## config.mk

```make
export PLATFORM = sky130hd
export DESIGN_NAME = ralu_seq
export DESIGN_NICKNAME = d
export VERILOG_FILES = /design/src/rtl/ralu_seq_pkg.sv /design/src/rtl/ralu_seq.sv
export SDC_FILE = /design/constraint.sdc
export NUM_CORES = 1
export LEC_CHECK = 0
export CAP_MARGIN = 20
export CORE_AREA = 2 2 80 44
export CTS_CLUSTER_SIZE = 24
export DETAILED_ROUTE_END_ITERATION = 8
export DIE_AREA = 0 0 82 46
export DONT_BUFFER_PORTS = 1
export PLACE_DENSITY = 0.7
export SETUP_SLACK_MARGIN = 0.15
export SLEW_MARGIN = 20
export SYNTH_ARGS = -nofsm -noshare
export SYNTH_HDL_FRONTEND = slang
export SYNTH_SLANG_ARGS = --single-unit
```

## constraint.sdc

```tcl
create_clock -name clk -period 3.3 [get_ports clk]
set_clock_uncertainty 0.15 [all_clocks]
set_input_delay 0.33 -clock clk [delete_from_list [all_inputs] [get_ports clk]]
set_output_delay 0.33 -clock clk [all_outputs]
set_load 0.1 [all_outputs]
```

## src/rtl/ralu_seq_pkg.sv

```systemverilog
// Shared types and RALU control-field constants for the RALU microsequencer.
package ralu_seq_pkg;

  localparam int unsigned CNT_W = 2;

  typedef enum logic [2:0] {
    IDLE = 3'd0,
    LDA  = 3'd1,
    LDB  = 3'd2,
    SHF  = 3'd3,
    WB   = 3'd4
  } state_t;

  typedef enum logic [1:0] {
    OP_ALU = 2'b00,
    OP_SHL = 2'b01,
    OP_SHR = 2'b10,
    OP_LDI = 2'b11
  } op_t;

  localparam logic [3:0] V_IDLE = 4'b0000;
  localparam logic [3:0] V_LDA  = 4'b0001;
  localparam logic [3:0] V_LDB  = 4'b0110;
  localparam logic [3:0] V_SHL  = 4'b0010;
  localparam logic [3:0] V_SHR  = 4'b0100;
  localparam logic [3:0] V_OUT  = 4'b1000;

endpackage

```

## src/rtl/ralu_seq.sv

```systemverilog
// Microsequencer expanding one register-level command into the RALU control-pin
// pattern (load A, load B, shift, writeback) and capturing carry/shift status.
module ralu_seq
  import ralu_seq_pkg::*;
#(
  parameter int unsigned ADR_W    = 3,
  parameter logic [3:0]  PASS_B_S = 4'b1010,
  parameter logic        PASS_B_M = 1'b1
) (
  input  logic             clk,
  input  logic             reset,
  input  logic             cmd_valid,
  output logic             cmd_ready,
  input  logic [1:0]       cmd_op,
  input  logic [ADR_W-1:0] cmd_ra,
  input  logic [ADR_W-1:0] cmd_rb,
  input  logic [ADR_W-1:0] cmd_rd,
  input  logic [3:0]       cmd_s,
  input  logic             cmd_m,
  input  logic             cmd_pin,
  input  logic [1:0]       cmd_cnt,
  input  logic             cmd_fill,
  input  logic             cmd_wr,
  input  logic             cmd_out,
  output logic             done,
  output logic             flag_c,
  output logic             flag_sh,
  output logic             ralu_a,
  output logic [3:0]       ralu_v,
  output logic [ADR_W-1:0] ralu_adr,
  output logic             ralu_wr,
  output logic [3:0]       ralu_s,
  output logic             ralu_m,
  output logic             ralu_pin,
  output logic             ralu_isl,
  output logic             ralu_isr,
  input  logic             ralu_pout,
  input  logic             ralu_osl,
  input  logic             ralu_osr
);

  state_t             state, state_nxt;
  op_t                op_q;
  logic [ADR_W-1:0]   ra_q, rb_q, rd_q;
  logic [3:0]         s_q;
  logic               m_q, pin_q, fill_q, wr_q, out_q;
  logic [CNT_W-1:0]   cnt_q;

  logic               accept_c;
  op_t                op_c;
  logic [ADR_W-1:0]   ra_c, rb_c, rd_c;
  logic [3:0]         s_c;
  logic               m_c, pin_c, fill_c, wr_c, out_c;

  logic               a_c, wrp_c, mp_c, pinp_c, isl_c, isr_c;
  logic [3:0]         v_c, sp_c;
  logic [ADR_W-1:0]   adr_c;

  assign accept_c = cmd_valid && cmd_ready;

  // Effective command: the live inputs on the accept cycle, the latch otherwise.
  always_comb begin
    op_c   = accept_c ? op_t'(cmd_op) : op_q;
    ra_c   = accept_c ? cmd_ra   : ra_q;
    rb_c   = accept_c ? cmd_rb   : rb_q;
    rd_c   = accept_c ? cmd_rd   : rd_q;
    s_c    = accept_c ? cmd_s    : s_q;
    m_c    = accept_c ? cmd_m    : m_q;
    pin_c  = accept_c ? cmd_pin  : pin_q;
    fill_c = accept_c ? cmd_fill : fill_q;
    wr_c   = accept_c ? cmd_wr   : wr_q;
    out_c  = accept_c ? cmd_out  : out_q;
  end

  always_comb begin
    state_nxt = state;
    case (state)
      IDLE: if (accept_c) state_nxt = (op_c == OP_ALU || op_c == OP_LDI) ? LDA : LDB;
      LDA:  state_nxt = (op_q == OP_LDI) ? WB : LDB;
      LDB:  state_nxt = (op_q == OP_ALU) ? WB : SHF;
      SHF:  if (cnt_q == 2'd0) state_nxt = WB;
      WB:   state_nxt = IDLE;
      default: state_nxt = IDLE;
    endcase
  end

  // RALU pin decode from the state being entered, so pins line up with the state.
  always_comb begin
    a_c    = 1'b0;
    v_c    = V_IDLE;
    adr_c  = '0;
    wrp_c  = 1'b0;
    sp_c   = 4'b0000;
    mp_c   = 1'b0;
    pinp_c = 1'b0;
    isl_c  = 1'b0;
    isr_c  = 1'b0;
    case (state_nxt)
      LDA: begin
        adr_c = ra_c;
        v_c   = V_LDA;
        a_c   = (op_c == OP_LDI);
      end
      LDB: begin
        adr_c = rb_c;
        v_c   = V_LDB;
      end
      SHF: begin
        if (op_c == OP_SHL) begin
          v_c   = V_SHL;
          isl_c = fill_c;
        end else begin
          v_c   = V_SHR;
          isr_c = fill_c;
        end
      end
      WB: begin
        adr_c = rd_c;
        wrp_c = wr_c;
        v_c   = out_c ? V_OUT : V_IDLE;
        if (op_c == OP_SHL || op_c == OP_SHR) begin
          sp_c   = PASS_B_S;
          mp_c   = PASS_B_M;
          pinp_c = 1'b0;
        end else begin
          sp_c   = s_c;
          mp_c   = m_c;
          pinp_c = pin_c;
        end
      end
      default: ;
    endcase
  end

  always_ff @(posedge clk or posedge reset) begin
    if (reset) begin
      state     <= IDLE;
      op_q      <= OP_ALU;
      ra_q      <= '0;
      rb_q      <= '0;
      rd_q      <= '0;
      s_q       <= '0;
      m_q       <= 1'b0;
      pin_q     <= 1'b0;
      fill_q    <= 1'b0;
      wr_q      <= 1'b0;
      out_q     <= 1'b0;
      cnt_q     <= '0;
      flag_c    <= 1'b0;
      flag_sh   <= 1'b0;
      cmd_ready <= 1'b1;
      done      <= 1'b0;
      ralu_a    <= 1'b0;
      ralu_v    <= V_IDLE;
      ralu_adr  <= '0;
      ralu_wr   <= 1'b0;
      ralu_s    <= '0;
      ralu_m    <= 1'b0;
      ralu_pin  <= 1'b0;
      ralu_isl  <= 1'b0;
      ralu_isr  <= 1'b0;
    end else begin
      state <= state_nxt;
      if (accept_c) begin
        op_q   <= op_t'(cmd_op);
        ra_q   <= cmd_ra;
        rb_q   <= cmd_rb;
        rd_q   <= cmd_rd;
        s_q    <= cmd_s;
        m_q    <= cmd_m;
        pin_q  <= cmd_pin;
        fill_q <= cmd_fill;
        wr_q   <= cmd_wr;
        out_q  <= cmd_out;
        cnt_q  <= cmd_cnt;
      end
      if (state == SHF) begin
        if (cnt_q != 2'd0) cnt_q <= cnt_q - 2'd1;
        flag_sh <= (op_q == OP_SHL) ? ralu_osl : ralu_osr;
      end
      if (state == WB && (op_q == OP_ALU || op_q == OP_LDI)) flag_c <= ralu_pout;
      cmd_ready <= (state_nxt == IDLE);
      done      <= (state == WB);
      ralu_a    <= a_c;
      ralu_v    <= v_c;
      ralu_adr  <= adr_c;
      ralu_wr   <= wrp_c;
      ralu_s    <= sp_c;
      ralu_m    <= mp_c;
      ralu_pin  <= pinp_c;
      ralu_isl  <= isl_c;
      ralu_isr  <= isr_c;
    end
  end

endmodule

```

# Word-level counts from Yosys, hierarchy flattened
# Index checks and enable logic that the tools add are counted.
[word_totals]
register_bits = 46
latch_bits = 0
ramBits = 0
rom_bits = 0
inputBits = 28
out_inout_bits = 21
n_memories = 0
[op_classes]
add_sub_neg = 1
multipliers = 0
n_div = 0
n_lt_le_gt_ge = 0
n_eq_ne = 13
shift = 0
muxes = 36
bitwise = 0
n_reduce_logical = 11
[ops]
columns = ["operator", "count"]
rows = [
  ["two-way mux 3 bit", 8],
  ["two-way mux 1 bit", 16],
  ["two-way mux 4 bit", 4],
  ["case mux 4 bit (4 select lines)", 1],
  ["== test 3 x 2 -> 1 bit (second input constant)", 4],
  ["case mux 3 bit (4 select lines)", 1],
  ["two-way mux 2 bit", 5],
  ["case mux 3 bit (3 select lines)", 1],
  ["== test 2 bit (second input constant)", 3],
  ["== test 3 x 1 -> 1 bit (second input constant)", 2],
  ["== test 3 bit (second input constant)", 2],
  ["logical NOT 2 bit", 3],
  ["logical NOT 3 bit", 2],
  ["== test 2 x 1 -> 1 bit (second input constant)", 2],
  ["logical OR 1 bit", 3],
  ["logical AND 1 bit", 2],
  ["nonzero test 2 bit", 1],
  ["subtractor 2 x 1 -> 2 bit (second input constant)", 1],
]

# Depth between registers and ports, before layout
# Gate-level depths: netlist of the first run.
[depth]
depth_word = 9
mapped_depth = 10
ltp_nobuf = 8

# Worst setup path before layout of the first run
# No wires, ideal clock.
[synth_timing]
path_kind = "register to register"
start = "reg cmd_ready"
end = "reg cmd_ready"
t_arrival_ns = 2.635
t_required_ns = 3.087
setup_slack_ns = 0.451
path_stages_with_launch = 10
n_path_buf = 2
period_less_slack_ns = 2.849
path_cell_list = "dfstp_2 -> and2_1 -> clkbuf_1 -> nand2_1 -> o21ai_0 -> ha_1 -> clkbuf_1 -> and4b_1 -> o21ai_1 -> and4_1"
[synth_via]
elab_chain_cells = 8
[synth_rtl]
columns = ["item", "line", "source"]
rows = [
  ["from (decl)", "ralu_seq.sv:13", "output logic cmd_ready,"],
  ["from (signal assigned)", "ralu_seq.sv:182", "cmd_ready <= (state_nxt == IDLE);"],
  ["logical AND 1 bit (*)", "ralu_seq.sv:59", "assign accept_c = cmd_valid && cmd_ready;"],
  ["two-way mux 2 bit (*)", "--", ""],
  ["net op_c[0]", "ralu_seq.sv:50", "op_t op_c;"],
  ["== test 2 bit or logical NOT 2 bit (tied branches)", "ralu_seq.sv:78", "IDLE: if (accept_c) state_nxt = (op_c == OP_ALU || op_c == OP_LDI) ? LDA : LDB;"],
  ["logical OR 1 bit (*)", "ralu_seq.sv:78", ""],
  ["two-way mux 2 bit (*)", "ralu_seq.sv:78", ""],
  ["two-way mux 3 bit (*)", "ralu_seq.sv:78", ""],
  ["case mux 3 bit (4 select lines) (*)", "ralu_seq.sv:77", "case (state)"],
  ["logical NOT 3 bit (*)", "ralu_seq.sv:182", ""],
]
# The timed path passes the listed nets; every way through them passes the cells marked *.
# A chain may end at the register's enable or synchronous reset.

# Worst setup path after layout of the first run
[layout_timing]
start = "reg cmd_ready"
end = "reg ralu_v[2]"
[layout_via]
elab_chain_cells = 9
[layout_rtl]
columns = ["item", "line", "source"]
rows = [
  ["logical AND 1 bit (*)", "ralu_seq.sv:59", ""],
  ["two-way mux 2 bit (*)", "--", ""],
  ["net op_c[0]", "ralu_seq.sv:50", ""],
  ["== test 2 bit or logical NOT 2 bit (tied branches)", "ralu_seq.sv:78", ""],
  ["logical OR 1 bit", "ralu_seq.sv:78", ""],
  ["two-way mux 2 bit", "ralu_seq.sv:78", ""],
  ["two-way mux 3 bit", "ralu_seq.sv:78", ""],
  ["case mux 3 bit (4 select lines)", "ralu_seq.sv:77", ""],
  ["== test 3 bit (tied with other cells)", "ralu_seq.sv:98", "case (state_nxt)"],
  ["case mux 4 bit (4 select lines) (*)", "ralu_seq.sv:98", ""],
  ["net v_c[2]", "ralu_seq.sv:56", "logic [3:0] v_c, sp_c;"],
  ["to (signal assigned)", "ralu_seq.sv:185", "ralu_v <= v_c;"],
  ["to (decl)", "ralu_seq.sv:29", "output logic [3:0] ralu_v,"],
]
# Marks and branches as above.

==> impl_metrics.ini, run 1 <==
[sta]
setup_tns_ns = 0
hold_violations = 0
fin_crit_sh_pct = 80.4
period_minus_slack_ns = 2.65
relSlewSlack_pct = 40.4
slew_violations = 0
finalSetupViolCount = 0
worst_pin_slew_ns = 0.895
whs_ns = 0.0434
rsz0062_at_grt = no
fmax_mhz = 377

[placed_design]
dpl.hpwl_mm = 2.45
dp.cells = 178
gp_congestion = 0.744
placed_area_sq_um = 1800
port_buffers = 0

[critical_path]
reg2reg_from = cmd_ready$_DFF_PP1_
r2r_slack_ns = 0.65
startpoint_type = register
critPathKind = reg -> reg
timing.rr.end = ralu_v[2]$_DFF_PP0_
reg2reg_depth = 6
worst_ep_required_time_ns = 3.29
startpoint = cmd_ready$_DFF_PP1_
crit_fanout = 10
worst_setup_path_end_kind = register
critical_path_arrival_ns = 2.64

[global_route]
grt_pass1_wl_mm = 4.73
grt_max_degree = 37
grt_use_total_pct = 18.0
antenna_found_initial = 0
grt_pass1_vias = 1007
grt.overflow.total = 0

[final_layout]
fin_nets = 177
drive_above_1_share_pct = 15.3
post-route-cell-area_sq_um = 1890
diodes = 0
layoutNonFillerInstCount = 186
area_growth_pct = 8.69

[synth]
synth_cells = 138
synth_fa_ha_area_share_pct = 3.59
ys_ff_latch = 43
ys_seq_area_share_pct = 61.8
synth_mux_area_share_pct = 11.1
avgSynthCellArea_sq_um = 12.6
synth_compound_area_share_pct = 8.47
yosys.area_share.xor_xnor_pct = 0
synthSimpleGateAreaFrac_pct = 11.0
yosysUniqueCellTypes = 32
synth_area_sq_um = 1740
synth_nets = 171
yosys_warnings = 0
synth_top_family_by_area = multiplexers

[routing]
wl_per_cell_um = 17.2
route.met2.wl_mm = 1.41
highest_layer = met4
dr.pass1.iters = 4
drcViolationCount = 0
drt.antenna.violating_nets = 0
wl_mm = 3.19
met1Wirelength_mm = 1.44
num_vias = 1013
wl_met3_um = 307
vias_per_cell = 5.45
drt_iter0_drc = 41

[clocking]
h-tree-depth = 2
cts_tree = done
path_clk_slew_ns = 0.08
clock_path_buffers = 2
post_cts_buffers = 0
cts_buffers = 5
clk_latency_ns = 0.28
cts.sinks = 43
cts_root_buf = clkbuf_8
hold_buffers = 1
ctsResizeCount = 0

[die]
die_h_um = 46
core_sq_um = 3150
dieArea_sq_um = 3770
rows = 15
die_w_um = 82
io_pins = 49
initial_core_util_pct = 55.3

[job]
max-cap-violations = 0

[outcome]
status = finished, final reports clean

[worst_hold_path]
holdPathEnd = flag_c$_DFFE_PP0P_
min_path_type = in -> reg
min-delay-start = ralu_pout
hold_depth = 1
[synth_stat cells]
master    number  area [sq um]
nor3b_1        4          30.0
nand3_1        1          5.00
dfstp_2        1          26.3
o21a_1         4          30.0
buf_2          2          10.0
clkbuf_1       3          11.3
nor2_1         3          11.3
o21ai_0        7          35.0
nand3b_1       1          7.51
nor2b_1        3          18.8
clkinv_2       1          5.00
nand2_1        6          22.5
nand4_1        3          18.8
o21ai_1        2          10.0
nand2b_1       1          6.26
a32o_1         1          10.0
and3b_1        1          8.76
mux2i_1        8          80.1
nor3_1         2          10.0
a221oi_1       1          8.76
and4b_1        1          10.0
and4_1         1          8.76
and2_1         4          25.0
dfrtp_1       42          1050
a21boi_0       1          7.51
mux2_2        10           113
o221ai_1       3          26.3
a311o_1        1          10.0
a21oi_1        2          10.0
or3b_1         1          8.76
ha_1           5          62.6
inv_1         12          45.0
[routing by layer]
metal | vias up | global-route usage (%)
li1 | 483 | -
met1 | 494 | 24.7
met2 | 33 | 25.2
met3 | 3 | 9.13
met4 | 0 | 5.00
met5 | - | 0
[kinds of logic after synthesis]
kind of cell	after synthesis
adders and majority gates	5
and+or+nand+nor	32
DFF	43
buffers and inverters	18
AOI/OAI and AO/OA	22
muxes	18
[state kept, by name (all words and copies together), names as in the netlist, 2 cells and up]
signal    flops
ralu_s        4
ralu_v        4
s_q           4
ralu_adr      3
rb_q          3
rd_q          3
state         3
cnt_q         2
op_q          2
[cells in the final DEF (no fill, tap or decap), types with 2 or more instances in the layout]
| cell | instances |
|---|---|
| ha_1 | 5 |
| o21a_1 | 4 |
| mux2i_1 | 8 |
| nand4_1 | 3 |
| mux2_2 | 10 |
| o21ai_1 | 2 |
| clkbuf_8 | 6 |
| nor3b_1 | 4 |
| o221ai_1 | 3 |
| nor2_1 | 3 |
| inv_1 | 11 |
| nor3_1 | 2 |
| and2_1 | 4 |
| nand2_1 | 6 |
| dfrtp_1 | 42 |
| buf_4 | 3 |
| o21ai_0 | 7 |
| a21oi_1 | 2 |
| clkinv_2 | 2 |
| nor2b_1 | 3 |
[stage by stage]
step,util [%],worst slack [ns]
CTS,60.1,0.680
floorplan,-,0.451
detailed placement,57.0,0.680
global placement,57.0,0.838
finish,60.1,0.647
global route,60.1,0.497
[final cells by class]
type                       count  area, sq um
timing repair buffer           4         32.5
fill                         259         1260
inverter                      13         50.0
sequential                    43         1080
clock inverter                 1         5.00
multi-input combinational     77          594
tap                           42         52.6
clock buffer                   6         82.6
[worst max-delay path by stage]
stage,slack [ns],endpoint,depth (start not counted)
final,0.65,ralu_v[2]$_DFF_PP0_,6
after global routing,0.50,ralu_v[1]$_DFF_PP0_,6
after CTS,0.68,ralu_v[2]$_DFF_PP0_,6
after detailed placement,0.68,ralu_v[2]$_DFF_PP0_,6
after global placement,0.84,cmd_ready$_DFF_PP1_,6
after floorplan,0.45,cmd_ready$_DFF_PP1_,9
[critical path, cell delays in order, from the launching register on]
cell	delay [ns]
dfstp_2	0.53
and2_1	0.35
o21ai_0	0.24
ha_1	0.45
and4b_1	0.24
o21ai_1	0.37
o21ai_0	0.18
Power of run 1 is not shown: default switching activity piles up to over one toggle a cycle in this logic, so the estimate is an artifact.
==> run 2: changes to the inputs <==
Clock period 3.3 ns to 2.55 ns, I/O delays scaled along.
==> run 2 against run 1 <==
  * Critical path depth rose by 1
  * Sequential share of layout area down 6.4 points
  * Final area grew 13%
  * Via count up 8.6%
  * Clock-buffer cell count unchanged
  * Worst hold slack lost 0.0083 ns
  * Core utilization increased by 7.8 points
  * Worst setup slack lost 0.34 ns
  * Critical path type unchanged
==> impl_metrics.ini, run 2 (same netlist as run 1, synthesis figures left out) <==
[clocking]
post_cts_buffers = 0
clock_path_buffers = 2
cts_tree = done
path_clk_slew_ns = 0.08
h-tree-depth = 2
cts_buffers = 5
clk_latency_ns = 0.29
cts_root_buf = clkbuf_8
cts.sinks = 43

[routing]
wl_mm = 3.33
wl_per_cell_um = 15.9
num_vias = 1100
dr.pass1.iters = 6
drcViolationCount = 0
drt.antenna.violating_nets = 0
vias_per_cell = 5.26
drt_iter0_drc = 36

[sta]
rsz0062_at_grt = no
relSlewSlack_pct = 39.7
setup_ws_ns = 0.308
period_minus_slack_ns = 2.24
fmax_mhz = 446
fin_crit_sh_pct = 87.9
slew_violations = 0
finalSetupViolCount = 0
setup_tns_ns = 0
hold_violations = 0
worst_pin_slew_ns = 0.904

[global_route]
grt.overflow.total = 0
grt_use_total_pct = 20.6
grt_pass1_wl_mm = 5.37
grt_max_degree = 29
grt_pass1_vias = 1064
antenna_found_initial = 0

[final_layout]
fin_nets = 199
drive_above_1_share_pct = 16.2
utilization_pct = 67.9
final_cell_mix = 42 x dfrtp_1, 23 x dlygate4sd3_1, 11 x inv_1
area_growth_pct = 22.8
diodes = 0
n_fill_cell = 244
reg.largest.list = ralu_s: 4 flops, ralu_v: 4 flops, s_q: 4 flops
final_common_cell = dfrtp_1

[die]
io_pins = 49
die_h_um = 46
rows = 15
dieArea_sq_um = 3770
initial_core_util_pct = 55.3
core_sq_um = 3150
die_w_um = 82

[placed_design]
dpl.hpwl_mm = 2.37
gp_congestion = 0.836
pre_cts_ws_ns = 0.266
port_buffers = 0

[job]
max-cap-violations = 0

[critical_path]
crit_fanout = 10
critical_path_arrival_ns = 2.24
worst_ep_required_time_ns = 2.55
startpoint_type = register
worst_setup_path_end_kind = register
critPathKind = reg -> reg

[outcome]
status = finished, final reports clean

[worst_hold_path]
min_path_type = in -> reg
run 2: cell count changes in the layout (fill, tap and decap cells not counted), sizes merged:
cell	previous run	this run
clkinv	3	4
dlygate4sd3	1	23
run 2: critical path, cell delays in order, from the launching register on:
cell      delay (ns)
dfstp_4         0.62
and2_4          0.22
nand2_1         0.10
o21ai_2         0.07
ha_1            0.33
and4b_1         0.26
o21ai_4         0.21
o221ai_1        0.14
run 2: through the flow:
stage	instances	hold WS, ns	cell area [sq um]
2_1_floorplan	138	0.243	1780
3_3_place_gp	178	-0.00619	1820
3_5_place_dp	178	-0.000382	1820
4_1_cts	209	0.0254	2130
5_1_grt	209	0.0168	2140
6_report	209	0.0350	2140
run 2: repair_timing:
action                                  in CTS  in global routing
hold buffers                                23                  0
endpoints found under the setup margin       0                  5
endpoints found under the hold margin       37                  0
resized for setup                            0                  1
run 2: final timing paths:
kind / from / endpoint / slack, ns / cells past startpoint
setup reg to reg: cmd_ready$_DFF_PP1_ / ralu_adr[2]$_DFF_PP0_ / 0.31 / 7
max in group asynchronous: reset / cmd_ready$_DFF_PP1_ / 1.29 / 3
hold reg to reg: s_q[2]$_DFF_PP0_ / s_q[2]$_DFF_PP0_ / 0.35 / 1
hold / removal: cmd_cnt[0] / cnt_q[0]$_DFF_PP0_ / 0.04 / 2
min in group asynchronous: reset / s_q[0]$_DFF_PP0_ / 0.25 / 2
setup / recovery: cmd_ready$_DFF_PP1_ / ralu_adr[2]$_DFF_PP0_ / 0.31 / 7
run 2: layer usage:
| layer | up-vias | part of all wire [%] | global-route usage [%] |
|---|---|---|---|
| met2 | 35 | 44 | 30.1 |
| met1 | 527 | 46 | 28.6 |
| met4 | 0 | 1.4 | 8.00 |
| met3 | 7 | 7.9 | 7.14 |
| met5 | - | 0 | 0 |
| li1 | 531 | - | - |
run 2: area by class of cell:
| class | instances | area (sq um) | area share (%) |
|---|---|---|---|
| Inverter | 13 | 50.0 | 2.34 |
| Clock buffer | 6 | 72.6 | 3.39 |
| Clock inverter | 2 | 13.8 | 0.643 |
| Multi-Input combinational cell | 77 | 618 | 28.9 |
| Tap cell | 42 | 52.6 | 2.45 |
| Timing Repair Buffer | 26 | 253 | 11.8 |
| Sequential cell | 43 | 1080 | 50.5 |
Power of run 2 is left out for the same reason.
==> run 3: changes to the inputs <==
Settings changed: CORE_AREA 2 2 80 44 to 2 2 66 52, DIE_AREA 0 0 82 46 to 0 0 68 54, SKIP_LAST_GASP set to 1.
==> run 3 against run 2 <==
  * Non-clock buffer count is 1 higher
  * Flip-flop and latch count stayed put
  * Global-route usage is 0.099 points higher
  * Via count is 0.82% higher
  * Wire length is 1.4% higher
  * First-iteration DRC count is 22% higher
  * Highest routed layer unchanged
==> impl_metrics.ini, run 3 (same netlist as run 1, synthesis figures left out) <==
[critical_path]
worst_setup_path_end_kind = register
critical_path_arrival_ns = 2.24
critPathKind = reg -> reg
worst_ep_required_time_ns = 2.55
startpoint_type = register
crit_fanout = 10

[die]
dieArea_sq_um = 3670
die_h_um = 54
io_pins = 49
initial_core_util_pct = 56.1
rows = 18
core_sq_um = 3110
die_w_um = 68

[clocking]
clock_path_buffers = 2
clk_latency_ns = 0.29
path_clk_slew_ns = 0.08
cts_buffers = 5
h-tree-depth = 2
cts_tree = done
cts.sinks = 43
cts_root_buf = clkbuf_8

[sta]
worst_pin_slew_ns = 0.897
slew_violations = 0
rsz0062_at_grt = no
fin_crit_sh_pct = 88.0
hold_violations = 0
finalSetupViolCount = 0
fmax_mhz = 446
relSlewSlack_pct = 40.2
period_minus_slack_ns = 2.24
setup_tns_ns = 0

[final_layout]
fin_nets = 200
final_common_cell = dfrtp_1
area_growth_pct = 24.8
n_fill_cell = 229
diodes = 0
final_cell_mix = 42 x dfrtp_1, 22 x dlygate4sd3_1, 11 x inv_1
layoutNonFillerInstCount = 208
reg.largest.list = ralu_s: 4 flops, ralu_v: 4 flops, s_q: 4 flops
drive_above_1_share_pct = 18.5
utilization_pct = 70.0

[placed_design]
port_buffers = 0
dpl.hpwl_mm = 2.32
gp_congestion = 0.770
dp.cells = 178

[global_route]
grt.overflow.total = 0
grt_pass1_vias = 1166
grt_use_total_pct = 20.7
grt_max_degree = 33
antenna_found_initial = 0
grt_pass1_wl_mm = 5.38

[worst_hold_path]
min_path_type = in -> reg

[job]
max-cap-violations = 0

[routing]
drt_iter0_drc = 44
drt.antenna.violating_nets = 0
num_vias = 1109
wl_per_cell_um = 16.2
drcViolationCount = 0
dr.pass1.iters = 4
vias_per_cell = 5.33
wl_mm = 3.38

[outcome]
status = finished, final reports clean
-- run 3: cell types whose count changed in the layout (fill, tap and decap cells not counted) --
cell           before  now
clkbuf_1            1    0
inv_2               0    1
bufinv_16           0    1
clkinv_4            1    0
clkbuf_8            5    6
dlygate4sd3_1      23   22
clkinv_1            1    0
buf_4               3    5
-- run 3: area by class of cell --
class	count	area (sq um)	share of cell area, %
Tap cell	40	50.0	2.30
Multi-Input combinational cell	77	618	28.4
Inverter	13	50.0	2.30
Timing Repair Buffer	27	258	11.9
Clock buffer	6	82.6	3.80
Clock inverter	2	35.0	1.61
Sequential cell	43	1080	49.7
-- run 3: critical path, stage by stage (launching register included) --
cell and delay [ns]:
dfstp_4 0.61, and2_4 0.21, nand2_1 0.10, o21ai_2 0.07, ha_1 0.34, and4b_1 0.27
o21ai_4 0.22, o221ai_1 0.14
-- run 3: metal layers --
layer  global-route usage [%]  up-vias  wire length, um
met4                     5.00        0               12
met1                     25.0      543             1480
li1                         -      534                -
met2                     35.8       30             1690
met3                     7.11        2              196
met5                        0        -                0
-- run 3: metrics by stage --
| stage | hold WS [ns] | cell area (sq um) | setup WS, ns |
|---|---|---|---|
| finish | 0.0203 | 2170 | 0.307 |
| global placement | 0.159 | 1830 | 0.362 |
| detailed placement | 0.181 | 1830 | 0.268 |
| CTS | 0.00944 | 2170 | 0.258 |
| floorplan | 0.243 | 1780 | 0.124 |
| global route | 0.0200 | 2170 | 0.184 |
-- run 3: path summary, 6_finish.rpt --
kind,cells after the start,startpoint,slack (ns),end
worst max-delay path,7,cmd_ready$_DFF_PP1_,0.31,ralu_adr[1]$_DFF_PP0_
worst min-delay path,2,cmd_ra[1],0.02,ralu_adr[1]$_DFF_PP0_
worst max register to register,7,cmd_ready$_DFF_PP1_,0.31,ralu_adr[1]$_DFF_PP0_
worst min register to register,1,out_q$_DFF_PP0_,0.34,out_q$_DFF_PP0_
max in group asynchronous,3,reset,1.31,rd_q[0]$_DFF_PP0_
min in group asynchronous,2,reset,0.37,out_q$_DFF_PP0_
-- run 3: what timing repair did --
| item | CTS | global route |
|---|---|---|
| setup buffers | 0 | 0 |
| hold buffers | 22 | 0 |
| resized for setup | 0 | 1 |
| setup endpoints to repair | 0 | 1 |
| hold endpoints to repair | 50 | 0 |
Power of run 3 is left out for the same reason.
